[config.mk]
export PLATFORM = sky130hd
export DESIGN_NAME = int_to_fp_arbiter
export DESIGN_NICKNAME = d
export VERILOG_FILES = /design/src/rtl/int_to_fp_arbiter.sv
export SDC_FILE = /design/constraint.sdc
export NUM_CORES = 1
export LEC_CHECK = 0
export ABC_AREA = 1
export BUFFER_PORTS_ARGS = -buffer_cell sky130_fd_sc_hd__buf_2
export CAP_MARGIN = 10
export CELL_PAD_IN_SITES_DETAIL_PLACEMENT = 2
export CELL_PAD_IN_SITES_GLOBAL_PLACEMENT = 2
export CORE_ASPECT_RATIO = 1.1
export CORE_MARGIN = 2
export CORE_UTILIZATION = 29
export DETAILED_ROUTE_END_ITERATION = 8
export GPL_ROUTABILITY_DRIVEN = 0
export PLACE_DENSITY_LB_ADDON = 0.12
export SLEW_MARGIN = 0
export SYNTH_ARGS = -nofsm -noshare
export SYNTH_HDL_FRONTEND = slang
export SYNTH_SLANG_ARGS = --single-unit
[constraint.sdc]
create_clock -name clk -period 8.55 [get_ports clk]
set_input_delay 0.4275 -clock clk [delete_from_list [all_inputs] [get_ports clk]]
set_output_delay 0.4275 -clock clk [all_outputs]
set_load 0.02 [all_outputs]
[src/rtl/int_to_fp_arbiter.sv]
// Round-robin arbiter sharing one combinational int64 -> IEEE-754 double converter
// between two requesters, with a registered, id-tagged result slot and handoff counter.

module int_to_fp (
  input  logic [63:0] a,
  output logic [63:0] f
);
  logic        sign;
  logic [63:0] mag;
  logic [5:0]  msb;
  logic [63:0] norm;
  logic [62:0] exp_mant;
  logic        rnd;
  logic [62:0] sum;

  always_comb begin
    sign = a[63];
    // Two's-complement negate; INT64_MIN maps to 2^63, which is the correct magnitude.
    mag  = sign ? (~a + 64'd1) : a;
    msb  = '0;
    for (int unsigned i = 0; i < 64; i++) begin
      if (mag[i]) msb = 6'(i);
    end
    norm     = mag << (6'd63 - msb);
    exp_mant = {11'd1023 + {5'd0, msb}, norm[62:11]};
    // Round-to-nearest-even; a mantissa carry ripples into the exponent field.
    rnd      = norm[10] && ((|norm[9:0]) || norm[11]);
    sum      = exp_mant + {62'd0, rnd};
    f        = (mag == '0) ? '0 : {sign, sum};
  end
endmodule

module int_to_fp_arbiter #(
  parameter int CNT_W = 16
) (
  input  logic             clk,
  input  logic             rst_n,
  input  logic             req0_valid,
  input  logic [63:0]      req0_int,
  output logic             req0_ready,
  input  logic             req1_valid,
  input  logic [63:0]      req1_int,
  output logic             req1_ready,
  output logic             res_valid,
  output logic [63:0]      res_fp,
  output logic             res_id,
  input  logic             res_ready,
  output logic [CNT_W-1:0] conv_count
);
  typedef enum logic {EMPTY, FULL} state_t;

  state_t      state, state_nxt;
  logic        last_grant;
  logic        slot_free;
  logic        gnt0, gnt1;
  logic        accept;
  logic [63:0] conv_in;
  logic [63:0] conv_out;

  assign res_valid = (state == FULL);
  assign slot_free = !res_valid || res_ready;

  always_comb begin
    gnt0 = slot_free && req0_valid && (!req1_valid || last_grant);
    gnt1 = slot_free && req1_valid && (!req0_valid || !last_grant);
  end

  assign req0_ready = gnt0;
  assign req1_ready = gnt1;
  assign accept     = gnt0 || gnt1;
  assign conv_in    = gnt1 ? req1_int : req0_int;

  int_to_fp u_conv (
    .a (conv_in),
    .f (conv_out)
  );

  always_comb begin
    state_nxt = state;
    case (state)
      EMPTY: if (accept) state_nxt = FULL;
      FULL:  if (res_ready && !accept) state_nxt = EMPTY;
      default: state_nxt = EMPTY;
    endcase
  end

  always_ff @(posedge clk) begin
    if (!rst_n) begin
      state      <= EMPTY;
      last_grant <= 1'b1;
      res_fp     <= '0;
      res_id     <= 1'b0;
      conv_count <= '0;
    end else begin
      state <= state_nxt;
      if (accept) begin
        res_fp     <= conv_out;
        res_id     <= gnt1;
        last_grant <= gnt1;
      end
      if (res_valid && res_ready) conv_count <= conv_count + 1'b1;
    end
  end
endmodule

==> out/summary.txt <==
outcome: complete, no violations
Longest Clk Path Bufs: 2
Multi-input gate area: 9858 µm²
total grt overflow: 0
Final Instance Area: 15,300 µm²
DRC: 0
antenna violations before repair: 1
global-route wire length before repair: 98.34 mm
Final Non-Filler Cells: 3,186
critical path capture point type: register
Max Slew Vio Count: 0
DRT met1 WL: 27.44 mm
GRT Overall Usage: 0.2714
max incr delay on CP: 0.34 ns
flops & latches, synth: 83
Post-Syn Instances: 2,416
number of vias per cell: 5.345
CP Max Fanout: 6
Rows: 80
Max-slew headroom: 0.3019
die footprint: 45,170 µm²
Hold Buf Count CTS: 0
register area: 1665 µm²
part of the power in combinational logic: 0.741
warnings from Yosys: 0
sequential cell area fraction in the yosys report: 0.1318
Mapped Nets: 2,553
count leader, synth: nand2_1
Yosys cell types: 53
worst skew pair latency: 0.35 ns
IO Port Bufs: 216
hpwl dp: 51.90 mm
CTS tree: done
Mean Syn Cell Area: 5.219 µm²
setup tns final: 0 ns
most common cell type on the critical path: nand2_1
synthesized cell area: 12,610 µm²
TritonCTS buffer count: 9
dominant cell type by area after synthesis: nand2_1
Die Ht: 222.7 µm
Hold Vio Cnt, Final: 0
Worst-Margin Slew: 1.047 ns
pre-CTS setup slack: 0.08908 ns
H-tree depth: 3
crit start category: register
number of DRC markers in iteration 0: 805
CP arrival: 8.14 ns
top cells by area, synth: nand2_1 (22%), nand3_1 (21%), dfxtp_1 (13%), inv_1 (7.2%), nor2_1 (6.8%)
post-layout min period: 7.864 ns
smallest hold slack: 0.4472 ns
Root Buffer: clkbuf_16
share of layout cells above drive strength 1: 0.1842
Leak: 7.723 nW
Layout fillers: 5,710
Post-synth ARST share: 0
MaxCap Viol Count: 0
num ports: 217
unrepaired setup endpoints after global routing: true
Final Util: 0.3546
Detailed Route WL: 63.66 mm
Peak VDD IR: 102.3 µV
final worst-path setup slack: 0.6855 ns
met2 WL post-DR: 31.54 mm
Pwr Total: 3.401 mW
internal power: 1.427 mW
Final Setup Violations: 0
kind of critical path: register to register
Primary FF master, synth: dfxtp_1
share of total power in the clock network: 0.115
area grow syn2layout: 21.30%
EDFF count, synth: 0
Sw Pwr: 1.975 mW
CTS clk-pin slew, worst paths: 0.06 ns
sequential share of power: 0.144
DRT Pass-1 Iters: 4
top-area cell type share of the netlist area: 0.2224
Crit path required time: 8.83 ns
Starting Density: 0.2923
dpl cell area: 14,390 µm²
Crit-path slowest cell: dfxtp_1
Commonest cells post-synth: nand2_1 (747), nand3_1 (531), inv_1 (241), nor2_1 (227), a21oi_1 (87)
Routed Antenna Nets: 0
Cells after DPL: 3,144
metal3 WL: 1.904 mm
switching share of power: 0.5806
clock sink count: 83
Final period util: 0.9198
largest net degree at the start of global routing: 73
highest metal used: met4
Hold Crit Class: input port to register
PwrDens: 222.4 nW/µm²
vias in the first global route: 17,840
chip width: 202.8 µm
NumNets Final: 2,744
Layout Skew: 0.007777 ns
core area: 43,140 µm²
Vias: 17,030
Wirelength per Cell: 19.98 µm
Max Freq: 127.2 MHz
## state kept, by name, indices dropped and copies added (netlist names)
signal / flops
conv_count: 16
res_id: 1
last_grant: 1
res_fp: 64
res_valid: 1
## critical path, delay by kind of cell (launching register included)
kind                       cells  cell delay [ns]
and+or+nand+nor               66             6.57
DFF                            1             0.34
AOI/OAI and AO/OA              2             0.26
xor gates and xnor gates       1             0.25
adders and majority gates      1             0.21
buffers and inverters          1             0.14
## metal layers
layer	global-route usage	vias up
li1	-	8241
met1	0.3438	8298
met2	0.4771	369
met3	0.01408	122
met4	0.1140	0
met5	0	-
## worst paths after layout
| kind | slack (ns) | start | depth (start not counted) | to |
|---|---|---|---|---|
| max | 0.69 | last_grant$_SDFFE_PN1P_ | 71 | res_fp[46]$_SDFFE_PN0P_ |
| min | 0.45 | rst_n | 2 | last_grant$_SDFFE_PN1P_ |
| max reg2reg | 0.69 | last_grant$_SDFFE_PN1P_ | 71 | res_fp[46]$_SDFFE_PN0P_ |
| min reg2reg | 0.46 | res_fp[41]$_SDFFE_PN0P_ | 2 | res_fp[41]$_SDFFE_PN0P_ |
## placed cells by master, fill, tap and decap left out, types with 7 or more instances in the layout
cell,instances
nor3_1,29
nor2_4,13
inv_2,18
a21oi_1,86
buf_2,216
a31oi_1,8
nand3b_1,7
nor4_1,7
o211ai_1,11
dfxtp_1,82
nor2_1,199
nand2_2,37
o21bai_1,7
inv_1,239
buf_4,65
o21ai_0,54
nand3_1,510
or2_2,20
nand3_2,24
o21ai_1,15
nand4_1,32
clkbuf_16,11
nor2_2,33
nand2_1,724
xor2_1,51
mux2i_1,37
## layout make-up
type / instances / area share
sequential: 83 / 0.1089
tap: 574 / 0.04695
multi-input combinational: 1961 / 0.6445
clock inverter: 4 / 0.003354
antenna: 1 / 0.0001636
inverter: 261 / 0.06405
clock buffer: 11 / 0.01587
timing repair buffer: 291 / 0.1162
## power by group through the flow
stage               Clock [mW]  Combinational [mW]  Sequential, mW
global route             0.421                2.80           0.497
finish                   0.391                2.52           0.489
CTS                      0.406                2.38           0.491
global placement             0                2.30           0.494
detailed placement           0                2.38           0.498
floorplan                    0                1.51           0.570
## repair_timing
action,4_1_cts,5_1_grt
resized for setup,0,96
setup buffers,0,22
setup endpoints to repair,0,51
## logic make-up (layout without fill, tap and decap cells)
logic type | Yosys count | count (layout) | share of synthesized area
muxes | 37 | 37 | 0.02937
adders and majority gates | 4 | 4 | 0.003969
xor gates and xnor gates | 59 | 59 | 0.04396
and+or+nand+nor | 1652 | 1654 | 0.5787
buffers and inverters | 374 | 567 | 0.1201
other | 0 | 1 | 0
DFF | 83 | 83 | 0.1318
AOI/OAI and AO/OA | 207 | 207 | 0.09218
(Power assumes the default switching activity.)
